**src/rtl/contador_pulsos_if.sv**
```systemverilog
// Board-side signal bundle for the push-button pulse counter: the button and
// switch inputs, plus the active-low segment and digit-enable drives.
interface contador_pulsos_if;
    logic boton;
    logic s0;
    logic s1;
    logic s2;
    logic s3;
    logic a;
    logic b;
    logic c;
    logic d;
    logic e;
    logic f;
    logic g;
    logic d0;
    logic d1;
    logic d2;
    logic d3;

    modport master (
        output boton, s0, s1, s2, s3,
        input  a, b, c, d, e, f, g,
        input  d0, d1, d2, d3
    );

    modport slave (
        input  boton, s0, s1, s2, s3,
        output a, b, c, d, e, f, g,
        output d0, d1, d2, d3
    );
endinterface

```
**src/rtl/contador_pulsos.sv**
```systemverilog
// Debounced push-button counter: 4-digit BCD up/down count with clear, hold
// and blank switches, shown on a multiplexed active-low 7-segment display.
module contador_pulsos #(
    parameter int DEBOUNCE_CYCLES = 250000,
    parameter int REFRESH_CYCLES  = 100000
) (
    input  logic             clock,
    input  logic             reset,
    contador_pulsos_if.slave bus
);
    localparam int DB_W = (DEBOUNCE_CYCLES > 1) ? $clog2(DEBOUNCE_CYCLES) : 1;
    localparam int RF_W = (REFRESH_CYCLES > 1) ? $clog2(REFRESH_CYCLES) : 1;
    localparam logic [DB_W-1:0] DB_LAST = DB_W'(DEBOUNCE_CYCLES - 1);
    localparam logic [RF_W-1:0] RF_LAST = RF_W'(REFRESH_CYCLES - 1);

    function automatic logic [15:0] bcd_inc(input logic [15:0] v);
        logic [15:0] r;
        logic        carry;
        r     = v;
        carry = 1'b1;
        for (int i = 0; i < 4; i++) begin
            if (carry) begin
                if (v[4*i +: 4] == 4'd9) begin
                    r[4*i +: 4] = 4'd0;
                end else begin
                    r[4*i +: 4] = v[4*i +: 4] + 4'd1;
                    carry       = 1'b0;
                end
            end
        end
        return r;
    endfunction

    function automatic logic [15:0] bcd_dec(input logic [15:0] v);
        logic [15:0] r;
        logic        borrow;
        r      = v;
        borrow = 1'b1;
        for (int i = 0; i < 4; i++) begin
            if (borrow) begin
                if (v[4*i +: 4] == 4'd0) begin
                    r[4*i +: 4] = 4'd9;
                end else begin
                    r[4*i +: 4] = v[4*i +: 4] - 4'd1;
                    borrow      = 1'b0;
                end
            end
        end
        return r;
    endfunction

    // Bit order {a,b,c,d,e,f,g}, 0 = segment lit.
    function automatic logic [6:0] seg_decode(input logic [3:0] digit);
        logic [6:0] s;
        case (digit)
            4'd0:    s = 7'b0000001;
            4'd1:    s = 7'b1001111;
            4'd2:    s = 7'b0010010;
            4'd3:    s = 7'b0000110;
            4'd4:    s = 7'b1001100;
            4'd5:    s = 7'b0100100;
            4'd6:    s = 7'b0100000;
            4'd7:    s = 7'b0001111;
            4'd8:    s = 7'b0000000;
            4'd9:    s = 7'b0000100;
            default: s = 7'b1111111;
        endcase
        return s;
    endfunction

    // Stage p0/p1: two-flop synchronisers, bit order {s3,s2,s1,s0,boton}
    logic [4:0] sync_p0;
    logic [4:0] sync_p1;

    always_ff @(posedge clock or posedge reset) begin
        if (reset) begin
            sync_p0 <= '0;
            sync_p1 <= '0;
        end else begin
            sync_p0 <= {bus.s3, bus.s2, bus.s1, bus.s0, bus.boton};
            sync_p1 <= sync_p0;
        end
    end

    logic btn_sync;
    logic clr_sync;
    logic hold_sync;
    logic down_sync;
    logic blank_sync;

    assign btn_sync   = sync_p1[0];
    assign clr_sync   = sync_p1[1];
    assign hold_sync  = sync_p1[2];
    assign down_sync  = sync_p1[3];
    assign blank_sync = sync_p1[4];

    // Stage p2: debouncer and press edge detect
    logic [DB_W-1:0] db_cnt;
    logic            stable;
    logic            stable_q;
    logic            press;

    always_ff @(posedge clock or posedge reset) begin
        if (reset) begin
            db_cnt   <= '0;
            stable   <= 1'b0;
            stable_q <= 1'b0;
        end else begin
            stable_q <= stable;
            if (btn_sync == stable) begin
                db_cnt <= '0;
            end else if (db_cnt == DB_LAST) begin
                stable <= btn_sync;
                db_cnt <= '0;
            end else begin
                db_cnt <= db_cnt + 1'b1;
            end
        end
    end

    assign press = stable & ~stable_q;

    // Stage p3: BCD count; presses during clear or hold are dropped
    logic [15:0] count_bcd;

    always_ff @(posedge clock or posedge reset) begin
        if (reset) begin
            count_bcd <= '0;
        end else if (clr_sync) begin
            count_bcd <= '0;
        end else if (!hold_sync && press) begin
            count_bcd <= down_sync ? bcd_dec(count_bcd) : bcd_inc(count_bcd);
        end
    end

    // Display scan, free-running and independent of the count path
    logic [RF_W-1:0] refresh_cnt;
    logic [1:0]      scan_idx;

    always_ff @(posedge clock or posedge reset) begin
        if (reset) begin
            refresh_cnt <= '0;
            scan_idx    <= 2'd0;
        end else if (refresh_cnt == RF_LAST) begin
            refresh_cnt <= '0;
            scan_idx    <= scan_idx + 2'd1;
        end else begin
            refresh_cnt <= refresh_cnt + 1'b1;
        end
    end

    logic [3:0] digit_sel;
    logic [6:0] seg_n;
    logic [3:0] en_n;
    logic       blank;

    always_comb begin
        digit_sel = 4'd0;
        case (scan_idx)
            2'd0: digit_sel = count_bcd[3:0];
            2'd1: digit_sel = count_bcd[7:4];
            2'd2: digit_sel = count_bcd[11:8];
            2'd3: digit_sel = count_bcd[15:12];
            default: digit_sel = 4'd0;
        endcase
    end

    // The synchroniser is held clear during reset, so the raw switch blanks then.
    assign blank = blank_sync | (reset & bus.s3);
    assign seg_n = seg_decode(digit_sel);
    assign en_n  = blank ? 4'b1111 : ~(4'b0001 << scan_idx);

    assign {bus.a, bus.b, bus.c, bus.d, bus.e, bus.f, bus.g} = seg_n;
    assign {bus.d3, bus.d2, bus.d1, bus.d0}                  = en_n;
endmodule

```
**src/flat_wrapper.sv**
```systemverilog
// flat-port wrapper written by rule: the top's interface ports become plain ports
module contador_pulsos_flat 
#(
    parameter int DEBOUNCE_CYCLES = 250000,
    parameter int REFRESH_CYCLES  = 100000
)
  (clock, reset, bus_boton, bus_s0, bus_s1, bus_s2, bus_s3, bus_a, bus_b, bus_c, bus_d, bus_e, bus_f, bus_g, bus_d0, bus_d1, bus_d2, bus_d3);
  contador_pulsos_if bus_i ();
  input  logic clock;
  input  logic reset;
  input wire logic [$bits(bus_i.boton)-1:0] bus_boton;
  input wire logic [$bits(bus_i.s0)-1:0] bus_s0;
  input wire logic [$bits(bus_i.s1)-1:0] bus_s1;
  input wire logic [$bits(bus_i.s2)-1:0] bus_s2;
  input wire logic [$bits(bus_i.s3)-1:0] bus_s3;
  output wire logic [$bits(bus_i.a)-1:0] bus_a;
  output wire logic [$bits(bus_i.b)-1:0] bus_b;
  output wire logic [$bits(bus_i.c)-1:0] bus_c;
  output wire logic [$bits(bus_i.d)-1:0] bus_d;
  output wire logic [$bits(bus_i.e)-1:0] bus_e;
  output wire logic [$bits(bus_i.f)-1:0] bus_f;
  output wire logic [$bits(bus_i.g)-1:0] bus_g;
  output wire logic [$bits(bus_i.d0)-1:0] bus_d0;
  output wire logic [$bits(bus_i.d1)-1:0] bus_d1;
  output wire logic [$bits(bus_i.d2)-1:0] bus_d2;
  output wire logic [$bits(bus_i.d3)-1:0] bus_d3;
  assign bus_i.boton = bus_boton;
  assign bus_i.s0 = bus_s0;
  assign bus_i.s1 = bus_s1;
  assign bus_i.s2 = bus_s2;
  assign bus_i.s3 = bus_s3;
  assign bus_a = bus_i.a;
  assign bus_b = bus_i.b;
  assign bus_c = bus_i.c;
  assign bus_d = bus_i.d;
  assign bus_e = bus_i.e;
  assign bus_f = bus_i.f;
  assign bus_g = bus_i.g;
  assign bus_d0 = bus_i.d0;
  assign bus_d1 = bus_i.d1;
  assign bus_d2 = bus_i.d2;
  assign bus_d3 = bus_i.d3;
  contador_pulsos #(.DEBOUNCE_CYCLES(DEBOUNCE_CYCLES), .REFRESH_CYCLES(REFRESH_CYCLES)) u_core (.clock(clock), .reset(reset), .bus(bus_i));
endmodule
```
**config.mk**
```make
export PLATFORM = sky130hd
export DESIGN_NAME = contador_pulsos_flat
export DESIGN_NICKNAME = d
export VERILOG_FILES = /design/src/rtl/contador_pulsos_if.sv /design/src/rtl/contador_pulsos.sv /design/src/flat_wrapper.sv
export SDC_FILE = /design/constraint.sdc
export NUM_CORES = 1
export LEC_CHECK = 0
export CAP_MARGIN = 20
export CORE_ASPECT_RATIO = 1.4
export CORE_MARGIN = 8
export CORE_UTILIZATION = 50
export DETAILED_ROUTE_END_ITERATION = 6
export GPL_TIMING_DRIVEN = 0
export PLACE_DENSITY = 0.68
export RECOVER_POWER = 25
export SLEW_MARGIN = 25
export SYNTH_ARGS = -nofsm -noshare
export SYNTH_HDL_FRONTEND = slang
export SYNTH_SLANG_ARGS = --single-unit
```
**constraint.sdc**
```tcl
create_clock -name clock -period 7 [get_ports clock]
set_clock_uncertainty 0.05 [all_clocks]
set_input_delay 1.4 -clock clock [delete_from_list [all_inputs] [get_ports clock]]
set_output_delay 1.4 -clock clock [all_outputs]
set_load 0.01 [all_outputs]
```
==> metrics.md <==
| Metric | Value |
|---|---|
| Status | completed |
| Compound-gate portion of the synthesized area | around 15% |
| Slew margin rel. | 31.8% |
| Simple-Gate Fraction of Synth Area | 21.4% |
| Routed wirelength normalized by instance count | 15.8 um |
| Post-cts gate resize count | 0 |
| Number of nets with antenna violations after detailed routing | 0 |
| Endpoint of the worst-slack reg-to-reg timing path | u_core.count_bcd[15] |
| Flop and latch count out of synthesis | 65 |
| Area added between synthesis and finish | 16.2% |
| Slew Viols, Final | 0 |
| EDFF count, synth | 0 |
| CP required | 5.55 ns |
| Global-route wire length before repair | 14.9 mm |
| Hold path endpoint | u_core.sync_p1[1] |
| Antenna violations before repair | 0 |
| Flop-to-flop setup slack | ~4.7 ns |
| Crit share post-route | 64.0% |
| Actual transition at the worst max-transition pin | ~1 ns |
| Overall power of the completed layout | 1.00 mW |
| Io pins | 18 |
| Number of warnings printed during yosys synthesis | 0 |
| Hold Fails Final Rpt | 0 |
| Mean number of vias per cell | roughly 5.8 |
| HPWL after DPL | 6.21 mm |
| Total power density per cell area | 213 nW/um^2 |
| Vertical extent of the die | 122 um |
| Die footprint | 11300 um^2 |
| XOR/XNOR share of the synthesized area | approximately 6.3% |
| Commonest cells after routing, fill and taps aside | 65 x sky130_fd_sc_hd__dfrtp_1, 34 x sky130_fd_sc_hd__nor2_1, 27 x sky130_fd_sc_hd__ha_1 |
| Detailed-route DRC error count | 0 |
| Combined area of the multi-input logic cells | between 2000 and 2500 um^2 |
| Iter 0 DRT Violations | 131 |
| Number of global-route vias before repair | 3189 |
| Fmax | between 0.2 and 0.25 GHz |
| Clock Root Buffer | sky130_fd_sc_hd__clkbuf_16 |
| Final routed wirelength across all metal layers | 8.62 mm |
| TritonCTS clock tree | done |
| Worst slack at placement | 2.82 ns |
| Number of levels the H-tree was split into | 3 |
| Main synth FF type | sky130_fd_sc_hd__dfrtp_1 |
| Gp weighted congestion | 0.836 |
| Multiplexer area fraction after synthesis | 4.27% |
| Crit path setup slack, layout | 2.52 ns |
| Count of antenna diodes in the layout | 0 |
| Chip width | around 92 um |
| Overflow left after global routing | 0 |
| Post-CTS Setup Repair Bufs | 0 |
| Hold path cells | 0 |
| Worst hold path startpoint | u_core.sync_p0[1] |
| Area of the placeable core | 8000 um^2 |
| Classification of the worst-slack hold path | reg -> reg |
| Cells after Synth | 410 |
| RSZ-0062 raised after global routing | false |
| Largest buffer count on any clock path | 2 |
| Net Count, Synth | 444 |
| Clock network latency to the later pin of the worst-skew pair | 0.33 ns |
| Fraction of registers with async set or reset after synthesis | 100% |
| Path type of the worst setup path | reg -> out |
| Accumulated negative setup slack | 0 ns |
| Detailed-router iteration count before antenna repair | 4 |
| Maximum number of pins on one net before global-route repair | 47 |
| Hold buffer count at CTS | 0 |
| Fill cells | 710 |
| Number of core rows | 39 |
| Startpoint of the worst register-to-register path | u_core.count_bcd[0] |
| Summed instance area of the synthesized netlist | 4040 um^2 |
| Clock sinks | 65 |
| Mean instance size in the synthesized netlist | 9.86 um^2 |
| Kind of end point of the critical path | output port |
| Initial Util | 50.5% |
| Number of buffers created by CTS | 9 |
| Leakage dissipation | 1.94 nW |
| Reg area | 1630 um^2 |
| Area share of fa/ha/maj cells after synthesis | between 8 and 9% |
| Arrival time at the worst endpoint | between 3 and 4 ns |
| Count of input and output buffers | 17 |
| Total Routing Usage GR | 16.5% |
| Largest vdd supply drop | 0.213 mV |
| # nets final | 473 |
| Most common cell after layout, fill and taps aside | sky130_fd_sc_hd__dfrtp_1 |
| Critical path launch point type | flip-flop |
| Worst-path fanout max | 7 |
| Count of cells along the worst register-to-register path | 6 |
| Sequential-to-total area share from yosys stat | 40.2% |
| Post-CTS clock slew at the launch and capture registers of the worst setup and hold paths | 0.06 ns |
| Tmin final | about 4.5 ns |
| Number of vias after detailed routing | between 3000 and 4000 |
| Setup violators final | 0 |
| Number of violations of the max-capacitance limit | 0 |
| Main combinational cell family by area after synthesis | simple AND/OR/NAND/NOR gates |
| Layout cell share with drive strength beyond 1 | 11.3% |
| Number of unique standard cell types used by synthesis | 75 |
[cell usage after synthesis, drive strengths merged, types with 5 or more instances]
cell type	n	area, um^2
and4	6	52.6
nand4	8	50.1
nand3	18	103
nor2	34	128
mux2	10	113
o21ai	10	50.1
xor2	11	96.3
a21oi	26	134
nand2b	5	31.3
mux2i	6	60.1
dfrtp	65	1630
inv	26	97.6
clkbuf	11	41.3
nand2	20	77.6
nor2b	5	31.3
nor4	8	56.3
xnor2	18	158
ha	27	338
buf	6	37.5
nor3	6	30.0
or3	7	50.1
nand3b	5	37.5
[worst max-delay path: stages (launching register included)]
cell                              delay (ns)
sky130_fd_sc_hd__dfrtp_1                0.41
sky130_fd_sc_hd__inv_1                  0.11
sky130_fd_sc_hd__ha_1                   0.27
sky130_fd_sc_hd__a222oi_1               0.16
sky130_fd_sc_hd__mux2i_1                0.47
sky130_fd_sc_hd__inv_1                  0.19
sky130_fd_sc_hd__ha_1                   0.22
sky130_fd_sc_hd__inv_1                  0.06
sky130_fd_sc_hd__mux2i_1                0.06
sky130_fd_sc_hd__a22oi_1                0.16
sky130_fd_sc_hd__clkdlybuf4s50_1        0.57
[layout make-up]
class / instances / share of cell area (%)
plain buffers: 17 / 1.68
clock buffers: 10 / 5.09
clock inverters: 6 / 1.92
inverters: 27 / 2.18
multi-input cells: 301 / 47.6
flip-flops and latches: 65 / 34.6
well taps: 102 / 2.72
repair buffers: 18 / 4.21
[routing by layer]
metal	track usage [%]	vias to the layer above	wire, um
met5	0	-	0
met4	10.8	0	180
met3	2.69	13	207
met2	28.5	52	4500
met1	18.5	1546	3730
li1	-	1565	-
[kinds of logic after synthesis]
kind of cell	after synthesis
simple gates	147
compound gates	82
flops	65
buf+inv	44
xor+xnor	29
fa+ha+maj	27
mux	16
[where the power goes]
part           internal (mW)  leakage, nW  switching [mW]
registers              0.388        0.861          0.0167
clock network          0.322        0.159           0.167
logic                 0.0459        0.920          0.0598
total                  0.756         1.94           0.244
[metrics by stage]
step / hold WS, ns / cells / cell area, um^2 / util [%]
after floorplan: 0.281 / 410 / 4040 / -
after global placement: 0.283 / 529 / 4340 / 54.2
after detailed placement: 0.290 / 530 / 4370 / 54.6
after CTS: 0.303 / 546 / 4700 / 58.7
after global routing: 0.315 / 546 / 4700 / 58.7
final: 0.299 / 546 / 4700 / 58.7
[flip-flops by register name (all words and copies together) (netlist names)]
| register | cells |
|---|---|
| u_core.db_cnt | 18 |
| u_core.refresh_cnt | 17 |
| u_core.count_bcd | 16 |
| u_core.sync_p0 | 5 |
| u_core.sync_p1 | 5 |
| u_core.scan_idx | 2 |
| u_core.stable | 1 |
| u_core.stable_q | 1 |
[how the worst max path moves through the flow]
stage                        from                    to  cells after the start
2_1_floorplan  u_core.scan_idx[0]                 bus_f                      8
3_3_place_gp                reset  u_core.count_bcd[12]                      2
3_5_place_dp                reset                bus_d2                      4
4_1_cts        u_core.scan_idx[0]                 bus_e                     10
5_1_grt        u_core.scan_idx[1]                 bus_e                     10
6_report       u_core.scan_idx[1]                 bus_e                     10
No activity file was read; power rests on OpenSTA's default activity.
